===== src/rtl/jpc_pc_pkg.sv =====
// rtl/jpc_pc_pkg.sv - shared types, defaults and helpers for the PC sequencer
package jpc_pc_pkg;

   typedef enum logic [2:0] {RESET, TRAP, TRET, REDIR, RAS, HOLD, SEQ} pc_src_t;

   localparam int          DEF_STEP      = 4;
   localparam logic [63:0] DEF_RESET_VEC = 64'h0;
   localparam logic [63:0] DEF_TRAP_VEC  = 64'h100;

   // Reverses the lowest nbytes bytes of v; works on up to 64-bit values.
   function automatic logic [63:0] bswap(input logic [63:0] v, input int nbytes);
      logic [63:0] r;
      r = '0;
      for (int i = 0; i < 8; i++) begin
         if (i < nbytes) r[8*i +: 8] = v[8*(nbytes-1-i) +: 8];
      end
      return r;
   endfunction

endpackage


===== src/rtl/jpc_pc_seq_if.sv =====
// rtl/jpc_pc_seq_if.sv - control and status bundle of the PC sequencer
interface jpc_pc_seq_if #(parameter int ADDR_W = 32);

   logic              stall_I;
   logic              redirect_valid_I;
   logic [ADDR_W-1:0] redirect_pc_I;
   logic              trap_I;
   logic              trap_return_I;
   logic              call_I;
   logic              ret_I;
   logic [ADDR_W-1:0] pc_O;
   logic              pc_valid_O;
   logic [ADDR_W-1:0] epc_O;
   logic              ras_empty_O;
   logic              ras_full_O;
   logic              ras_err_O;

   modport master (
      output stall_I, redirect_valid_I, redirect_pc_I, trap_I, trap_return_I, call_I, ret_I,
      input  pc_O, pc_valid_O, epc_O, ras_empty_O, ras_full_O, ras_err_O
   );

   modport slave (
      input  stall_I, redirect_valid_I, redirect_pc_I, trap_I, trap_return_I, call_I, ret_I,
      output pc_O, pc_valid_O, epc_O, ras_empty_O, ras_full_O, ras_err_O
   );

endinterface


===== src/rtl/jpc_ras.sv =====
// rtl/jpc_ras.sv - circular return-address stack with saturating count
module jpc_ras #(
   parameter int DEPTH = 4,
   parameter int W     = 32
) (
   input  logic         clk,
   input  logic         rst,
   input  logic         push,
   input  logic         pop,
   input  logic         replace,
   input  logic [W-1:0] din,
   output logic [W-1:0] top,
   output logic         empty,
   output logic         full,
   output logic         overflow,
   output logic         underflow
);

   localparam int PW = $clog2(DEPTH);
   localparam int CW = $clog2(DEPTH + 1);

   logic [W-1:0]  mem [DEPTH];
   logic [PW-1:0] ptr;
   logic [PW-1:0] ptr_m1;
   logic [CW-1:0] cnt;

   // ptr is the next free slot; when full it also addresses the oldest entry
   assign ptr_m1    = ptr - PW'(1);
   assign top       = mem[ptr_m1];
   assign empty     = (cnt == '0);
   assign full      = (cnt == CW'(DEPTH));
   assign overflow  = push && full;
   assign underflow = pop && empty;

   always_ff @(posedge clk) begin
      if (rst) begin
         ptr <= '0;
         cnt <= '0;
      end else if (replace) begin
         ptr <= ptr;
      end else if (push) begin
         ptr <= ptr + PW'(1);
         if (!full) cnt <= cnt + CW'(1);
      end else if (pop && !empty) begin
         ptr <= ptr_m1;
         cnt <= cnt - CW'(1);
      end
   end

   always_ff @(posedge clk) begin
      if (replace)   mem[ptr_m1] <= din;
      else if (push) mem[ptr]    <= din;
   end

endmodule


===== src/rtl/jpc_pc_seq.sv =====
// rtl/jpc_pc_seq.sv - prioritised fetch PC sequencer with trap and RAS support
module jpc_pc_seq
   import jpc_pc_pkg::*;
#(
   parameter int          ADDR_W    = 32,
   parameter int          STEP      = DEF_STEP,
   parameter logic [63:0] RESET_VEC = DEF_RESET_VEC,
   parameter logic [63:0] TRAP_VEC  = DEF_TRAP_VEC,
   parameter int          RAS_DEPTH = 4,
   parameter bit          BIG_END   = 1'b0
) (
   input logic          clk,
   input logic          rst,
   jpc_pc_seq_if.slave  bus
);

   pc_src_t           src;
   logic [ADDR_W-1:0] pc_q, epc_q, nxt_pc, redir_pc, ras_top;
   logic              valid_q, err_q;
   logic              accept, ras_push, ras_pop, ras_replace;
   logic              ras_empty, ras_full, ras_ovf, ras_unf;

   assign redir_pc = BIG_END ? ADDR_W'(bswap(64'(bus.redirect_pc_I), ADDR_W / 8))
                             : bus.redirect_pc_I;

   // RAS only moves on cycles that actually retire the current PC
   assign accept      = !rst && !bus.stall_I && !bus.trap_I && !bus.trap_return_I;
   assign ras_replace = accept && bus.call_I && bus.ret_I && !ras_empty;
   assign ras_push    = accept && bus.call_I && !ras_replace;
   assign ras_pop     = accept && bus.ret_I && !ras_replace;

   always_comb begin
      src = SEQ;
      if (rst)                               src = RESET;
      else if (bus.trap_I)                   src = TRAP;
      else if (bus.trap_return_I)            src = TRET;
      else if (bus.redirect_valid_I)         src = REDIR;
      else if (bus.ret_I && !ras_empty)      src = RAS;
      else if (bus.stall_I)                  src = HOLD;
   end

   always_comb begin
      nxt_pc = pc_q + ADDR_W'(STEP);
      case (src)
         RESET:   nxt_pc = ADDR_W'(RESET_VEC);
         TRAP:    nxt_pc = ADDR_W'(TRAP_VEC);
         TRET:    nxt_pc = epc_q;
         REDIR:   nxt_pc = redir_pc;
         RAS:     nxt_pc = ras_top;
         HOLD:    nxt_pc = pc_q;
         default: nxt_pc = pc_q + ADDR_W'(STEP);
      endcase
   end

   always_ff @(posedge clk) begin
      pc_q <= nxt_pc;
      if (rst) begin
         valid_q <= 1'b0;
         epc_q   <= '0;
         err_q   <= 1'b0;
      end else begin
         valid_q <= (src != TRAP);
         if (src == TRAP) epc_q <= pc_q;
         if (ras_ovf || ras_unf) err_q <= 1'b1;
      end
   end

   jpc_ras #(.DEPTH(RAS_DEPTH), .W(ADDR_W)) u_ras (
      .clk       (clk),
      .rst       (rst),
      .push      (ras_push),
      .pop       (ras_pop),
      .replace   (ras_replace),
      .din       (pc_q + ADDR_W'(STEP)),
      .top       (ras_top),
      .empty     (ras_empty),
      .full      (ras_full),
      .overflow  (ras_ovf),
      .underflow (ras_unf)
   );

   assign bus.pc_O        = pc_q;
   assign bus.pc_valid_O  = valid_q;
   assign bus.epc_O       = epc_q;
   assign bus.ras_empty_O = ras_empty;
   assign bus.ras_full_O  = ras_full;
   assign bus.ras_err_O   = err_q;

endmodule

===== src/flat_wrapper.sv =====
// flat-port wrapper written by rule: the top's interface ports become plain ports
module jpc_pc_seq_flat import jpc_pc_pkg::*;
#(
   parameter int          ADDR_W    = 32,
   parameter int          STEP      = DEF_STEP,
   parameter logic [63:0] RESET_VEC = DEF_RESET_VEC,
   parameter logic [63:0] TRAP_VEC  = DEF_TRAP_VEC,
   parameter int          RAS_DEPTH = 4,
   parameter bit          BIG_END   = 1'b0
)
  (clk, rst, bus_stall_I, bus_redirect_valid_I, bus_redirect_pc_I, bus_trap_I, bus_trap_return_I, bus_call_I, bus_ret_I, bus_pc_O, bus_pc_valid_O, bus_epc_O, bus_ras_empty_O, bus_ras_full_O, bus_ras_err_O);
  jpc_pc_seq_if #(.ADDR_W(ADDR_W)) bus_i ();
  input logic clk;
  input logic rst;
  input wire logic [$bits(bus_i.stall_I)-1:0] bus_stall_I;
  input wire logic [$bits(bus_i.redirect_valid_I)-1:0] bus_redirect_valid_I;
  input wire logic [$bits(bus_i.redirect_pc_I)-1:0] bus_redirect_pc_I;
  input wire logic [$bits(bus_i.trap_I)-1:0] bus_trap_I;
  input wire logic [$bits(bus_i.trap_return_I)-1:0] bus_trap_return_I;
  input wire logic [$bits(bus_i.call_I)-1:0] bus_call_I;
  input wire logic [$bits(bus_i.ret_I)-1:0] bus_ret_I;
  output wire logic [$bits(bus_i.pc_O)-1:0] bus_pc_O;
  output wire logic [$bits(bus_i.pc_valid_O)-1:0] bus_pc_valid_O;
  output wire logic [$bits(bus_i.epc_O)-1:0] bus_epc_O;
  output wire logic [$bits(bus_i.ras_empty_O)-1:0] bus_ras_empty_O;
  output wire logic [$bits(bus_i.ras_full_O)-1:0] bus_ras_full_O;
  output wire logic [$bits(bus_i.ras_err_O)-1:0] bus_ras_err_O;
  assign bus_i.stall_I = bus_stall_I;
  assign bus_i.redirect_valid_I = bus_redirect_valid_I;
  assign bus_i.redirect_pc_I = bus_redirect_pc_I;
  assign bus_i.trap_I = bus_trap_I;
  assign bus_i.trap_return_I = bus_trap_return_I;
  assign bus_i.call_I = bus_call_I;
  assign bus_i.ret_I = bus_ret_I;
  assign bus_pc_O = bus_i.pc_O;
  assign bus_pc_valid_O = bus_i.pc_valid_O;
  assign bus_epc_O = bus_i.epc_O;
  assign bus_ras_empty_O = bus_i.ras_empty_O;
  assign bus_ras_full_O = bus_i.ras_full_O;
  assign bus_ras_err_O = bus_i.ras_err_O;
  jpc_pc_seq #(.ADDR_W(ADDR_W), .STEP(STEP), .RESET_VEC(RESET_VEC), .TRAP_VEC(TRAP_VEC), .RAS_DEPTH(RAS_DEPTH), .BIG_END(BIG_END)) u_core (.clk(clk), .rst(rst), .bus(bus_i));
endmodule

===== config.mk =====
export PLATFORM = sky130hd
export DESIGN_NAME = jpc_pc_seq_flat
export DESIGN_NICKNAME = d
export VERILOG_FILES = /design/src/rtl/jpc_pc_pkg.sv /design/src/rtl/jpc_pc_seq_if.sv /design/src/rtl/jpc_ras.sv /design/src/rtl/jpc_pc_seq.sv /design/src/flat_wrapper.sv
export SDC_FILE = /design/constraint.sdc
export NUM_CORES = 1
export LEC_CHECK = 0
export CAP_MARGIN = 10
export CORE_MARGIN = 3
export CORE_UTILIZATION = 60
export CTS_CLUSTER_DIAMETER = 100
export DETAILED_ROUTE_END_ITERATION = 10
export PLACE_DENSITY = 0.88
export SLEW_MARGIN = 10
export SYNTH_ARGS = -nofsm -noshare
export SYNTH_HDL_FRONTEND = slang
export SYNTH_SLANG_ARGS = --single-unit

===== constraint.sdc =====
create_clock -name clk -period 9.4 [get_ports clk]
set_clock_uncertainty 0.1 [all_clocks]
set_input_delay 1.88 -clock clk [delete_from_list [all_inputs] [get_ports clk]]
set_output_delay 1.88 -clock clk [all_outputs]
set_load 0.01 [all_outputs]

==> impl_metrics.env, run 1 <==
export IMPL_setup_viol=0
export IMPL_cts_sink_count=199
export IMPL_worst_pin_slew_ns=1.29
export IMPL_synth_top_area_share_pct=53.7
export IMPL_power_static_leakage_nw=3.67
export IMPL_power_mw=1.83
export IMPL_synth_avg_cell_area_um2=14.0
export IMPL_post_cts_buffers=0
export IMPL_whs_ns=0.396
export IMPL_ys_ff_latch=199
export IMPL_layout_common_cells="edfxtp_1, clkdlybuf4s50_1, nor2_1, mux2i_1, dfxtp_1"
export IMPL_synth_top_area_cell="edfxtp_1"
export IMPL_cp_arrival_ns=4.90
export IMPL_antenna_found_initial=0
export IMPL_status="completed"
export IMPL_first_pass_iters=6
export IMPL_fp_row_count=43
export IMPL_vias=6319
export IMPL_cts_tree="done"
export IMPL_n_fill_cell=867
export IMPL_maxSlewViolCount=0
export IMPL_ant_nets=0
export IMPL_combPwrFrac_pct=6.5
export IMPL_drt_wl_total_um=22600
export IMPL_startpoint_type="input port"
export IMPL_max_cap_violations=0
export IMPL_cts_clk_slew_worst_paths_ns=0.07
export IMPL_period_minus_slack_ns=4.89
export IMPL_grt_pass1_wl_um=35600
export IMPL_syn_to_final_growth_pct=20.2
export IMPL_die_h_um=128
export IMPL_synth_edff_count=160
export IMPL_ys_types=61
export IMPL_num_antenna_cells=0
export IMPL_vdd_drop_max_mv=0.185
export IMPL_drt_vias_per_instance=6.80
export IMPL_place_hpwl_um=14200
export IMPL_hold_viol_final=0
export IMPL_switchingPower_uw=410
export IMPL_dieArea_um2=16400
export IMPL_switching_share_pct=22.4
export IMPL_finalCritPeriodShare_pct=52.0
export IMPL_setup_slack_ns=4.51
export IMPL_grt_ovfl_total=0
export IMPL_io_pins=108
export IMPL_slowest_delay_ns=0.64
export IMPL_place_inst=897
export IMPL_final_layout_size_suffix_gt1_share_pct=13.2
export IMPL_fin_nets=780
export IMPL_timing_fmax_mhz=204
export IMPL_async_flop_share_pct=0
export IMPL_cp_end_kind="flip-flop"
export IMPL_syn_area_um2=8950
export IMPL_pwr_share_seq_pct=53.9
export IMPL_cts_hold_buf=0
export IMPL_post_place_ws_ns=4.14
export IMPL_drtIter0Drc=927
export IMPL_fin_util_pct=75.7
export IMPL_relSlewSlack_pct=13.3
export IMPL_cts_htree_levels=4
export IMPL_grt_total_usage_pct=28.7
export IMPL_setup_tns_final_ns=0
export IMPL_initial_utilization_pct=63.0
export IMPL_required_ns=9.40
export IMPL_syn_inst=639
export IMPL_yosys_top_cells_area="edfxtp_1, dfxtp_1, mux4_2, mux2i_1, nor2_1"
export IMPL_seq_area_um2=5590
export IMPL_grt_max_degree=48
export IMPL_yosysSeqAreaShare_pct=62.4
export IMPL_fp_coreArea_um2=14200
export IMPL_multi_input_area_um2=3130
export IMPL_final_cells=929
export IMPL_stdcell_area_um2=10800
export IMPL_numCtsBuffers=17
export IMPL_p_int_mw=1.42
export IMPL_dpl_instance_area_um2=10200
export IMPL_crit_top_cell="buf_4"
export IMPL_power_density_nw_per_um2=170
export IMPL_port_buffers=107
export IMPL_post_route_drc_count=0
export IMPL_cp_slowest_cell="nor2_2"
export IMPL_synth_flop_cell="edfxtp_1"
export IMPL_die_w_um=128
export IMPL_rsz0062_at_grt="no"
export IMPL_clkLatencyLatePin_ns=0.44
export IMPL_synth_nets=683
export IMPL_min_path_type="flip-flop to flip-flop"
export IMPL_ctsResizeCount=0
export IMPL_worstPathMaxFanout=20
export IMPL_gp_congestion=0.904
export IMPL_wl_per_cell_um=24.3
export IMPL_pwr_share_clk_pct=39.6
export IMPL_clk_path_buf_depth=2
export IMPL_cp_cell_sequence="clkdlybuf4s50_1, buf_4, nor4_1, buf_4, nand3_1, ha_1, nand3_1, nor2_2, buf_4"
export IMPL_clockRootBuffer="clkbuf_16"
export IMPL_final_common_cell="edfxtp_1"
export IMPL_yosys_warnings=0
export IMPL_critical_path_class="input port to flip-flop"
export IMPL_grt_pass1_vias=6335
-- final cells by class --
type / instances / share of cell area (%)
repair buffers: 124 / 11.0
flip-flops and latches: 199 / 51.9
clock inverters: 13 / 1.34
well taps: 180 / 2.09
clock buffers: 19 / 4.02
multi-input cells: 379 / 29.0
inverters: 15 / 0.523
-- synthesized netlist by cell type (3+ instances only) --
library cell / instances
inv_1: 14
nor4_1: 8
a31oi_1: 4
or3_1: 5
o211ai_1: 9
o221ai_1: 3
clkbuf_1: 24
nand3_1: 24
mux4_2: 30
or4_1: 6
xor2_1: 11
and2_1: 4
a21oi_1: 10
nand2_1: 26
nor2_1: 52
dfxtp_1: 39
a222oi_1: 17
nand2b_1: 3
ha_1: 3
buf_2: 9
nand4_1: 15
a221oi_1: 4
mux2i_1: 39
o21ai_0: 9
a211oi_1: 7
xnor2_1: 18
a22o_1: 8
o311ai_0: 3
edfxtp_1: 160
buf_1: 9
nor3_1: 15
o21ba_2: 3
a221o_1: 5
and4_1: 6
-- registers in the layout (all words and copies together), names as in the netlist --
name                   flops
u_core.bus.epc_O          32
u_core.bus.pc_valid_O      1
u_core.bus.pc_O           32
u_core.u_ras.cnt           3
u_core.bus.ras_err_O       1
u_core.u_ras.ptr           2
u_core.u_ras.mem         128
-- kinds of logic (layout without fill, tap and decap cells) --
kind of cell / count (synthesis) / in the layout / share of synthesized area, %
DFF: 199 / 199 / 62.4
muxes: 70 / 70 / 12.0
xor gates and xnor gates: 29 / 29 / 2.84
and+or+nand+nor: 180 / 180 / 10.5
adders and majority gates: 4 / 4 / 0.643
buffers and inverters: 61 / 171 / 2.94
AOI/OAI and AO/OA: 96 / 96 / 8.61
-- power groups by stage --
stage / registers (mW) / logic (mW) / clock network [mW]
after floorplan: 1.00 / 0.0587 / 0
after global placement: 1.00 / 0.113 / 0
after detailed placement: 1.00 / 0.117 / 0
after CTS: 0.985 / 0.119 / 0.728
after global routing: 0.988 / 0.127 / 0.761
final: 0.986 / 0.119 / 0.724
-- metal layers --
layer	track usage (%)	vias to the layer above	share of wire, %
met5	0	-	0
met4	9.68	0	2.0
met3	8.00	47	10
met2	45.5	463	49
met1	38.8	3078	39
li1	-	2731	-
-- worst max-delay path: cells and delay by family --
kind | cells | cell delay, ns
adder cells (fa/ha/maj) | 1 | 0.42
AND/OR/NAND/NOR | 4 | 1.28
buffers and inverters | 4 | 1.30
-- worst paths after layout --
kind	from	to	slack, ns	cells after the start
worst min-delay path	u_core.bus.ras_err_O	u_core.bus.ras_err_O	0.40	2
worst max register to register	u_core.u_ras.cnt[2]	u_core.u_ras.mem[0][1]	6.16	7
worst min register to register	u_core.bus.ras_err_O	u_core.bus.ras_err_O	0.40	2
worst max-delay path	bus_trap_return_I	u_core.u_ras.mem[0][1]	4.51	9
(Power assumes the default switching activity.)
==> inputs of run 2 (changes only) <==
- CORE_UTILIZATION: 60 -> 50
- PLACE_DENSITY: 0.88 -> 0.79
- clock period: 9.4 -> 3.95 ns (I/O delays scaled with it)
==> run 2 against run 1 <==
Net effect: cell count grew 6.2%; setup slack worse by 3.7 ns; utilization decreased by 13 points; critical endpoint is now u_core.u_ras.mem[0][29]; largest cell class unchanged.
==> impl_metrics.env, run 2 (synthesized netlist as in run 1, its figures left out) <==
export IMPL_ant_nets=0
export IMPL_post_route_drc_count=0
export IMPL_grt_total_usage_pct=23.9
export IMPL_seq_area_um2=5590
export IMPL_wl_per_cell_um=23.6
export IMPL_startpoint_type="input port"
export IMPL_cp_cell_sequence="clkdlybuf4s50_1, nor4_1, nand3_1, ha_1, nand3_1, nor2_2, buf_4"
export IMPL_cts_hold_buf=0
export IMPL_maxSlewViolCount=0
export IMPL_hold_viol_final=0
export IMPL_clkLatencyLatePin_ns=0.44
export IMPL_antenna_found_initial=0
export IMPL_fin_util_pct=63.0
export IMPL_post_cts_buffers=0
export IMPL_port_buffers=107
export IMPL_fp_row_count=48
export IMPL_drt_wl_total_um=23300
export IMPL_rsz0062_at_grt="no"
export IMPL_fp_coreArea_um2=17400
export IMPL_gp_congestion=0.900
export IMPL_setup_viol=0
export IMPL_vias=6409
export IMPL_syn_to_final_growth_pct=22.6
export IMPL_cts_htree_levels=4
export IMPL_fin_nets=793
export IMPL_top_register="u_core.u_ras.mem"
export IMPL_dieArea_um2=19500
export IMPL_cp_arrival_ns=3.13
export IMPL_grt_pass1_vias=6373
export IMPL_final_layout_size_suffix_gt1_share_pct=15.0
export IMPL_clockRootBuffer="clkbuf_16"
export IMPL_place_hpwl_um=15600
export IMPL_slowest_delay_ns=0.47
export IMPL_cp_end_kind="flip-flop"
export IMPL_vdd_drop_max_mv=0.362
export IMPL_power_static_leakage_nw=3.75
export IMPL_ctsResizeCount=0
export IMPL_final_common_cell="edfxtp_1"
export IMPL_min_path_type="flip-flop to flip-flop"
export IMPL_stdcell_area_um2=11000
export IMPL_period_minus_slack_ns=3.14
export IMPL_n_fill_cell=1245
export IMPL_grt_ovfl_total=0
export IMPL_grt_max_degree=46
export IMPL_cts_tree="done"
export IMPL_cts_sink_count=199
export IMPL_timing_fmax_mhz=318
export IMPL_worstPathMaxFanout=24
export IMPL_largest_reg_flops=128
export IMPL_relSlewSlack_pct=41.5
export IMPL_layout_common_cells="edfxtp_1, clkdlybuf4s50_1, nor2_1, mux2i_1, dfxtp_1"
export IMPL_finalCritPeriodShare_pct=79.6
export IMPL_worst_pin_slew_ns=0.875
export IMPL_die_w_um=140
export IMPL_max_cap_violations=0
export IMPL_crit_top_cell="nand3_1"
export IMPL_multi_input_area_um2=3140
export IMPL_dpl_instance_area_um2=10400
export IMPL_io_pins=108
export IMPL_initial_utilization_pct=51.4
export IMPL_clk_path_buf_depth=2
export IMPL_required_ns=3.94
export IMPL_power_density_nw_per_um2=402
export IMPL_numCtsBuffers=17
export IMPL_status="completed"
export IMPL_num_antenna_cells=0
export IMPL_first_pass_iters=8
export IMPL_cts_clk_slew_worst_paths_ns=0.07
export IMPL_critical_path_class="input port to flip-flop"
export IMPL_die_h_um=140
export IMPL_grt_pass1_wl_um=36200
export IMPL_drt_vias_per_instance=6.49
export IMPL_cp_slowest_cell="ha_1"
export IMPL_drtIter0Drc=791
run 2: cell count changes in the layout (fill, tap and decap cells not counted), moves of 2 or more:
| cell | delta |
|---|---|
| buf_4 | +12 |
| clkinvlp_4 | +2 |
| nor3_4 | +2 |
| clkinv_1 | -2 |
| inv_6 | -4 |
| nor3_2 | -2 |
run 2: per-layer routing:
layer / track usage (%) / up-vias / part of all wire, %
li1: - / 2744 / -
met1: 32.2 / 3150 / 39
met2: 38.7 / 456 / 48
met3: 5.26 / 59 / 10
met4: 8.62 / 0 / 2.7
met5: 0 / - / 0
run 2: power by group:
group	internal, mW	total, mW	leakage [nW]	switching, mW
clock	1.01	1.77	0.284	0.751
combinational	0.144	0.289	1.59	0.145
sequential	2.29	2.35	1.88	0.0561
total	3.45	4.40	3.75	0.952
run 2: final timing paths:
check / from / to / slack, ns / cells after the start
worst max register to register: u_core.u_ras.ptr[0] / u_core.bus.pc_O[17] / 1.33 / 4
worst min-delay path: u_core.bus.ras_err_O / u_core.bus.ras_err_O / 0.39 / 2
worst min register to register: u_core.bus.ras_err_O / u_core.bus.ras_err_O / 0.39 / 2
worst max-delay path: bus_stall_I / u_core.u_ras.mem[0][29] / 0.81 / 7
run 2: final cells by class:
class	count	area share (%)
timing repair buffer	137	11.8
inverter	15	0.513
clock buffer	21	4.11
clock inverter	11	1.36
sequential	199	50.9
tap	225	2.57
multi-input combinational	379	28.7
run 2: worst max-delay path: cells and delay by family:
family | cells | cell delay [ns]
buf+inv | 2 | 0.84
fa+ha+maj | 1 | 0.47
simple gates | 4 | 1.01
run 2: metrics by stage:
step / hold WS, ns / cells / setup slack [ns] / TNS, ns / total power, mW
floorplan: 0.404 / 639 / -0.193 / -14.20 / 2.52
global placement: 0.352 / 955 / 0.541 / 0 / 2.67
detailed placement: 0.386 / 955 / 0.443 / 0 / 2.68
CTS: 0.402 / 987 / 0.860 / 0 / 4.41
global route: 0.451 / 987 / 0.729 / 0 / 4.52
finish: 0.394 / 987 / 0.806 / 0 / 4.40
==> inputs of run 3 (changes only) <==
- CORE_UTILIZATION: 50 -> 56
- PLACE_DENSITY: 0.79 -> 0.83
- clock period: 3.95 -> 3.1 ns (I/O delays scaled with it)
==> run 3 against run 2 <==
Net effect: count of clock-buffer cells in the layout shrank 3; design area grew 1.4%; utilization grew 9.1 points; sequential share of layout area shrank 0.71 points; power grew 25%; critical endpoint is now u_core.u_ras.mem[0][13]; clock power grew 20%; combinational power grew 33%; largest cell class unchanged; critical path depth grew 1; cell count shrank 0.41%.
==> impl_metrics.env, run 3 (synthesized netlist as in run 1, its figures left out) <==
export IMPL_required_ns=3.14
export IMPL_clk_path_buf_depth=2
export IMPL_grt_pass1_vias=6415
export IMPL_max_cap_violations=0
export IMPL_dpl_instance_area_um2=10600
export IMPL_finalCritPeriodShare_pct=85.2
export IMPL_post_place_ws_ns=0.0819
export IMPL_wl_per_cell_um=23.8
export IMPL_clockRootBuffer="clkbuf_16"
export IMPL_initial_utilization_pct=58.0
export IMPL_vdd_drop_max_mv=0.411
export IMPL_cts_htree_levels=4
export IMPL_first_pass_iters=7
export IMPL_setup_tns_final_ns=0
export IMPL_cp_arrival_ns=2.69
export IMPL_port_buffers=107
export IMPL_period_minus_slack_ns=2.64
export IMPL_whs_ns=0.386
export IMPL_setup_slack_ns=0.458
export IMPL_cp_slowest_cell="clkdlybuf4s50_1"
export IMPL_cp_cell_sequence="clkdlybuf4s50_1, buf_4, nor4_2, nand3_2, ha_4, nand3_1, nor2_4, buf_12"
export IMPL_cp_end_kind="flip-flop"
export IMPL_io_pins=108
export IMPL_startpoint_type="input port"
export IMPL_seq_area_um2=5590
export IMPL_maxSlewViolCount=0
export IMPL_cts_hold_buf=0
export IMPL_hold_end="u_core.bus.ras_err_O"
export IMPL_drt_wl_total_um=23400
export IMPL_vias=6345
export IMPL_clkLatencyLatePin_ns=0.44
export IMPL_reg2reg_depth=6
export IMPL_cts_sink_count=199
export IMPL_status="completed"
export IMPL_syn_to_final_growth_pct=24.3
export IMPL_die_w_um=132
export IMPL_final_layout_size_suffix_gt1_share_pct=16.6
export IMPL_grt_ovfl_total=0
export IMPL_hold_path_startpoint="u_core.bus.ras_err_O"
export IMPL_gp_congestion=0.875
export IMPL_min_path_cells=2
export IMPL_num_antenna_cells=0
export IMPL_grt_total_usage_pct=27.1
export IMPL_setup_viol=0
export IMPL_multi_input_area_um2=3180
export IMPL_cp_top_family="simple AND/OR/NAND/NOR gates"
export IMPL_post_cts_buffers=0
export IMPL_timing_fmax_mhz=379
export IMPL_rsz0062_at_grt="no"
export IMPL_fp_row_count=45
export IMPL_fin_nets=803
export IMPL_antenna_found_initial=0
export IMPL_worstPathMaxFanout=17
export IMPL_relSlewSlack_pct=33.0
export IMPL_worst_pin_slew_ns=1.00
export IMPL_crit_buf_inv=3
export IMPL_dieArea_um2=17500
export IMPL_critical_path_class="input port to flip-flop"
export IMPL_cts_tree="done"
export IMPL_r2r_end="u_core.u_ras.mem[0][13]"
export IMPL_numCtsBuffers=17
export IMPL_power_static_leakage_nw=3.81
export IMPL_top_register="u_core.u_ras.mem"
export IMPL_min_path_type="flip-flop to flip-flop"
export IMPL_die_h_um=132
export IMPL_layout_common_cells="edfxtp_1, clkdlybuf4s50_1, nor2_1, mux2i_1, dfxtp_1"
export IMPL_slowest_delay_ns=0.40
export IMPL_post_route_drc_count=0
export IMPL_final_common_cell="edfxtp_1"
export IMPL_drtIter0Drc=830
export IMPL_grt_max_degree=40
export IMPL_place_hpwl_um=15500
export IMPL_ctsResizeCount=0
export IMPL_power_density_nw_per_um2=494
export IMPL_drt_vias_per_instance=6.45
export IMPL_grt_pass1_wl_um=36200
export IMPL_cts_clk_slew_worst_paths_ns=0.07
export IMPL_hold_viol_final=0
export IMPL_fp_coreArea_um2=15400
export IMPL_stdcell_area_um2=11100
export IMPL_ant_nets=0
export IMPL_n_fill_cell=1003
export IMPL_largest_reg_flops=128
export IMPL_r2r_start="u_core.u_ras.cnt[2]"
export IMPL_reg2reg_setup_slack_ns=0.50
[run 3: cell types whose count changed in the layout (fill, tap and decap cells not counted), sizes merged]
cell | before | now
clkbuf | 21 | 18
buf | 32 | 42
bufinv | 3 | 2
clkinv | 4 | 8
[run 3: layout make-up]
cell class | instances | share of cell area [%]
Clock buffer | 18 | 3.86
Clock inverter | 14 | 1.20
Inverter | 15 | 0.506
Multi-Input combinational cell | 379 | 28.6
Sequential cell | 199 | 50.2
Tap cell | 211 | 2.37
Timing Repair Buffer | 147 | 13.3
[run 3: how the worst max path moves through the flow]
stage	slack [ns]	start	end	depth (start not counted)
floorplan	0.03	bus_trap_I	u_core.u_ras.mem[1][0]	6
global placement	0.12	bus_trap_return_I	u_core.u_ras.mem[0][2]	8
detailed placement	0.08	bus_trap_return_I	u_core.u_ras.mem[0][2]	8
CTS	0.48	bus_trap_return_I	u_core.u_ras.mem[0][11]	8
global route	0.33	u_core.u_ras.cnt[0]	u_core.u_ras.cnt[2]	7
finish	0.46	bus_trap_return_I	u_core.u_ras.mem[0][13]	8
[run 3: per-layer routing]
metal | global-route usage [%] | wire length, µm | vias to the layer above
met4 | 10.9 | 594 | 0
met5 | 0 | 0 | -
met3 | 5.19 | 2070 | 52
li1 | - | - | 2772
met2 | 44.5 | 11600 | 423
met1 | 35.8 | 9140 | 3098
[run 3: where the power goes]
part	switching, mW	internal [mW]	leakage, nW
Sequential	0.0640	2.92	1.88
Clock	0.946	1.18	0.273
Combinational	0.193	0.192	1.66
[run 3: through the flow]
step / total power [mW] / instances / util [%]
2_1_floorplan: 3.22 / 639 / -
3_3_place_gp: 3.41 / 951 / 68.4
3_5_place_dp: 3.42 / 951 / 68.4
4_1_cts: 5.51 / 983 / 72.1
5_1_grt: 5.65 / 983 / 72.1
6_report: 5.49 / 983 / 72.1
[run 3: tightest hold or removal path, cell delays in order, from the launching register on]
cell and delay [ns]:
dfxtp_1 0.34, a31oi_1 0.05, nor2_1 0.07
==> variant 1 (config.mk and constraints of run 2) <==
`RAS_DEPTH` is set to 4 in 2 places; all go to 8.
--- a/src/rtl/jpc_pc_seq.sv
+++ b/src/rtl/jpc_pc_seq.sv
@@ -7,5 +7,5 @@
    parameter logic [63:0] RESET_VEC = DEF_RESET_VEC,
    parameter logic [63:0] TRAP_VEC  = DEF_TRAP_VEC,
-   parameter int          RAS_DEPTH = 4,
+   parameter int          RAS_DEPTH = 8,
    parameter bit          BIG_END   = 1'b0
 ) (
--- a/src/flat_wrapper.sv
+++ b/src/flat_wrapper.sv
@@ -6,5 +6,5 @@
    parameter logic [63:0] RESET_VEC = DEF_RESET_VEC,
    parameter logic [63:0] TRAP_VEC  = DEF_TRAP_VEC,
-   parameter int          RAS_DEPTH = 4,
+   parameter int          RAS_DEPTH = 8,
    parameter bit          BIG_END   = 1'b0
 )
Formal check against the unedited RTL: not equivalent (a bounded check fails within 10 cycles, from zero or initial values and one cycle with rst high).
==> variant 1 against run 2 <==
Hold slack lost 19 ps. Via count grew 35%. Sequential cell count grew 130. Wire length grew 48%. Sequential share of layout area grew 5.5 points. Synthesized area grew 57%. Setup slack lost 170 ps. Final area grew 53%. Total power grew 72%. Maximum frequency shrank 5.1%. Critical path depth shrank 1. Highest routed layer unchanged.
==> variant 1: results (changes against run 2) <==
| Metric | Value |
|---|---|
| Post-DP HPWL | `21,900 microns (+41%)` |
| First-pass GRT wire length | `52,400 microns (+45%)` |
| Mean Syn Cell Area | `16.1 sq um (+15%)` |
| Status | `complete, no violations` |
| Cell count after placement | `1,337 (+40%)` |
| Post-CTS Setup Inserts | `0 (unchanged)` |
| Max cap viols | `0 (unchanged)` |
| Leak | `5.75 nW (+53%)` |
| Reg2reg path depth | `6 (+2)` |
| Asr flop ratio synth | `0% (unchanged)` |
| Number of synthesized flops with an enable pin | `288 (+80%)` |
| HP Start | `u_core.bus.ras_err_O` |
| WS Path Type | `flop to flop` |
| VDD IR max | `250 uV (-31%)` |
| Skew-Pair Late Insertion Delay | `520 ps (+80 ps)` |
| Clock root buffer | `clkbuf_16` |
| Worst reg2reg endpoint | `u_core.u_ras.mem[1][17]` |
| CP arrival | `3390 ps (+260 ps)` |
| R2R Path Start | `u_core.u_ras.cnt[3]` |
| Ys Warns | `0 (unchanged)` |
| Mapped Nets | `919 (+35%)` |
| Routability Congestion | `0.844 (-6.1%)` |
| Hold Path Sink | `u_core.bus.ras_err_O` |
| Worst hold stages | `2 (unchanged)` |
| Gr usage total | `22.7% (-1.2 points)` |
| Drt pass-1 iters | `5 (-3)` |
| Vias | `8,630 (+35%)` |
| Least-Margin Pin Slew | `1030 ps (+151 ps)` |
| Buffers added on ports | `107 (unchanged)` |
| Vias in the first global route | `8,836 (+39%)` |
| Top cells by area, synth | `edfxtp_1, mux4_2, dfxtp_1` |
| Antenna diodes | `0 (unchanged)` |
| Nets | `1,050 (+32%)` |
| Register area share after synthesis | `67.6% (+5.2 points)` |
| Pin count of the biggest net entering global routing | `39 (-15%)` |
| Average wire per standard cell | `24.5 microns (+4.0%)` |
| Crit-path max FO | `22 (-8.3%)` |
| Maximum root-to-sink buffer count | `3 (+1)` |
| Most used DFF post-synth | `edfxtp_1` |
| R2r setup slk | `640 ps (-690 ps)` |
| DRT iter0 DRCs | `970 (+23%)` |
| Synth cell types | `63 (+3.3%)` |
| Routed vias/inst | `6.16 (-5.1%)` |
| Antenna violations before repair | `0 (unchanged)` |
| Synth cell count leaders | `edfxtp_1, nor2_1, nand2_1` |
| CTS clk-pin slew, worst paths | `60 ps` |
| H-tree depth | `2 (-2)` |
| Share of layout cells above drive strength 1 | `17.1% (+2.1 points)` |
| Max reg flops | `256 (+100%)` |
| CTS Buf Count | `35 (+18)` |
| Number of gates resized after cts | `0 (unchanged)` |
| Largest Register | `u_core.u_ras.mem` |
| HP Class | `flop to flop` |
| Placement-stage worst setup slack | `421 ps (-21.7 ps)` |
variant 1: cell count changes after synthesis, moves of 9 or more:
cell	change
o22a_1	+12
a31oi_1	+23
a222oi_1	-17
o211ai_1	-9
a22oi_1	+21
nand2_1	+41
nor2_1	+24
edfxtp_1	+128
mux4_2	+23
variant 1: final cells by class:
| class | count | area, sq um |
|---|---|---|
| Tap cell | 372 | 465 |
| Clock buffer | 45 | 935 |
| Sequential cell | 329 | 9470 |
| Timing Repair Buffer | 146 | 1390 |
| Inverter | 10 | 37.5 |
| Fill cell | 1931 | 10500 |
| Clock inverter | 19 | 200 |
| Multi-Input combinational cell | 480 | 4280 |
variant 1: logic make-up after synthesis:
logic type,count (synthesis),synth area share [%]
compound gates,121,6.43
xor+xnor,34,2.58
fa+ha+maj,8,0.768
buf+inv,62,2.33
flops,329,67.6
mux,105,13.1
simple gates,212,7.23
variant 1: worst max-delay path: stages, from the launching register on:
cell and delay, ps:
dfxtp_1 380, o41ai_2 970, nand3_2 180, ha_1 330, nand3b_1 420, nor2_4 230
buf_4 350
variant 1: how the worst max path moves through the flow:
stage / end / slack, ps
2_1_floorplan: u_core.u_ras.mem[2][0] / -250
3_3_place_gp: u_core.u_ras.mem[4][10] / 440
3_5_place_dp: u_core.u_ras.mem[1][20] / 420
4_1_cts: u_core.u_ras.mem[1][22] / 670
5_1_grt: u_core.u_ras.mem[1][29] / 430
6_report: u_core.u_ras.mem[1][17] / 640
variant 1: per-layer routing:
layer	track usage, %	share of wire [%]
met5	0	0
met1	31.3	41
met4	8.48	3.5
met2	36.0	47
met3	4.86	9.0
variant 1: metrics by stage:
stage | area [sq um] | hold slack [ps] | TNS, ps | util [%] | total power, W
2_1_floorplan | 14000 | 399 | -26700 | - | 0.00418
3_3_place_gp | 15600 | 363 | 0 | 57.4 | 0.00438
3_5_place_dp | 15600 | 373 | 0 | 57.4 | 0.00439
4_1_cts | 16800 | 383 | 0 | 61.6 | 0.00760
5_1_grt | 16800 | 396 | 0 | 61.6 | 0.00778
6_report | 16800 | 375 | 0 | 61.6 | 0.00756
variant 1: report_power, final:
group / internal [W] / switching [W] / total (W)
clock: 0.00194 / 0.00129 / 0.00323
combinational: 0.000199 / 0.000250 / 0.000448
sequential: 0.00382 / 0.0000594 / 0.00388
==> variant 2 (config.mk and constraints of run 2) <==
Without the edit above. Reset style: asynchronous (`rst`), changed in one clocked block.
--- a/src/rtl/jpc_ras.sv
+++ b/src/rtl/jpc_ras.sv
@@ -33,5 +33,5 @@
    assign underflow = pop && empty;
 
-   always_ff @(posedge clk) begin
+   always_ff @(posedge clk or posedge rst) begin
       if (rst) begin
          ptr <= '0;
Function: differs if rst is asserted again (counterexample within 4 cycles, from zero or initial values and one cycle with rst high); with rst held inactive, the same outputs for 4 cycles.
==> variant 2 against run 2 <==
Final area fell by 3.3%. Wire length fell by 9.8%. Synthesized area fell by 4.3%. Setup slack improved by 250 ps. Via count fell by 11%. Sequential cell count did not move. Critical endpoint is now u_core.bus.pc_O[26]. Largest cell class unchanged.
Power is not compared: it rests on default switching activity, and its combinational part moved more than twofold at a synthesized area within 25%.
==> variant 2: results (changes against run 2) <==
| Metric | Value |
|---|---|
| Status | `complete, no violations` |
| Drt pass-1 iters | `7 (-1)` |
| Most used DFF post-synth | `edfxtp_1` |
| Average wire per standard cell | `23.1 microns (-2.3%)` |
| Crit-path leading delay family | `simple AND/OR/NAND/NOR gates` |
| HP Class | `flop to flop` |
| R2R Path Start | `u_core.bus.pc_O[2]` |
| Skew-Pair Late Insertion Delay | `440 ps (about the same)` |
| Slew HR | `28.2% (-13 points)` |
| Buffers added on ports | `107 (unchanged)` |
| Number of synthesized flops with an enable pin | `160 (unchanged)` |
| Synth cell count leaders | `edfxtp_1, nor2_1, dfxtp_1, mux2i_1, mux4_2` |
| Max incr delay on CP | `600 ps (+130 ps)` |
| Share of layout cells above drive strength 1 | `16.1% (+1.1 points)` |
| WHS | `394 ps (+0.0800 ps)` |
| CP arrival | `3100 ps (-30 ps)` |
| Pin count of the biggest net entering global routing | `36 (-22%)` |
| Critical-path top delay cell | `or4_1` |
| Reg2reg path depth | `6 (+2)` |
| Highest routing layer actually used | `met4` |
| Met2 wire len | `9900 microns (-12%)` |
| Asr flop ratio synth | `2.51% (+2.5 points)` |
| Clock root buffer | `clkbuf_16` |
| HP Start | `u_core.bus.ras_err_O` |
| Mux share of post-synthesis cell area | `12.7% (+0.61 points)` |
| Met1 wire length | `8460 microns (-6.2%)` |
| Antenna diodes | `0 (unchanged)` |
| Gr usage total | `23.4% (-0.57 points)` |
| DP Area | `9980 sq um (-3.8%)` |
| Vias in the first global route | `5,761 (-9.6%)` |
| Metal3 WL | `2270 microns (-6.7%)` |
| Post-CTS Setup Inserts | `0 (unchanged)` |
| Register area share after synthesis | `65.5% (+3.1 points)` |
| Max reg flops | `128 (unchanged)` |
| Synth cell types | `50 (-18%)` |
| VDD IR max | `360 uV` |
| Worst hold stages | `2 (unchanged)` |
| Fill count | `1,187 (-4.7%)` |
| Complex-gate fraction of the synthesized area | `7.88% (-0.74 points)` |
| Nets | `722 (-9.0%)` |
| Crit-path max FO | `6 (-75%)` |
| Vias | `5,719 (-11%)` |
| Mapped Nets | `606 (-11%)` |
| Worst reg2reg endpoint | `u_core.bus.pc_O[26]` |
| H-tree depth | `4 (unchanged)` |
| Routability Congestion | `0.860 (-4.4%)` |
| R2r setup slk | `1060 ps (-270 ps)` |
| First-pass GRT wire length | `32,600 microns (-9.9%)` |
| Top cells by area, synth | `edfxtp_1, mux4_2, dfxtp_1` |
| DRT iter0 DRCs | `728 (-8.0%)` |
| Area share of xor/xnor cells in the synthesized design | `3.27% (+0.43 points)` |
| Synth Area in Adders | `0.672% (+0.029 points)` |
| Largest Register | `u_core.u_ras.mem` |
| Post-DP HPWL | `14,000 microns (-9.9%)` |
==> variant 2: changes by cell type after synthesis, sizes merged, moves of 6 or more <==
cell / before / now
a211oi: 7 / 0
a22o: 8 / 16
clkbuf: 24 / 18
nand2: 26 / 11
nand3: 24 / 17
nand4: 16 / 10
nor2: 54 / 48
o211ai: 9 / 0
o2bb2ai: 0 / 11
==> variant 2: report_power, final <==
part | switching [W] | internal, W
clock network | 0.000771 | 0.00106
registers | 0.000190 | 0.00236
logic | 0.000455 | 0.000544
total | 0.00142 | 0.00397
==> variant 2: per-stage QoR <==
stage	setup WS (ps)	setup TNS, ps	std cells
floorplan	-252	-21780	562
global placement	711	0	879
detailed placement	651	0	879
CTS	1110	0	911
global route	940	0	911
finish	1060	0	911
==> variant 2: cell type report <==
cell class | count | area, sq um | area share [%]
clock buffer | 17 | 425 | 4.01
clock inverter | 15 | 201 | 1.90
inverter | 13 | 48.8 | 0.460
multi-input combinational | 313 | 2770 | 26.1
sequential | 199 | 5610 | 52.9
tap | 220 | 275 | 2.60
timing repair buffer | 134 | 1270 | 12.0
==> variant 2: tightest hold or removal path: stages (launching register included) <==
cell	delay (ps)
dfxtp_1	340
a31oi_1	50
nor2_1	70
==> variant 2: worst max path at each step <==
stage | from | slack (ps) | depth (start not counted) | to
6_report | u_core.bus.pc_O[2] | 1060 | 6 | u_core.bus.pc_O[26]
4_1_cts | rst | 1110 | 8 | u_core.u_ras.mem[0][20]
5_1_grt | u_core.bus.pc_O[2] | 940 | 6 | u_core.bus.pc_O[24]
2_1_floorplan | bus_trap_I | -250 | 8 | u_core.u_ras.mem[0][0]
3_3_place_gp | rst | 710 | 8 | u_core.u_ras.mem[2][21]
3_5_place_dp | rst | 650 | 8 | u_core.u_ras.mem[0][27]
==> variant 2: cells by family after synthesis <==
kind of cell               count (synthesis)
adders and majority gates                  4
buffers and inverters                     50
DFF                                      199
and+or+nand+nor                          126
muxes                                     68
xor gates and xnor gates                  32
AOI/OAI and AO/OA                         83
==> variant 2: metal layers <==
layer	GRT usage [%]	vias to the layer above
li1	-	2456
met1	32.9	2842
met2	36.6	382
met3	5.15	39
met4	7.71	0
met5	0	-
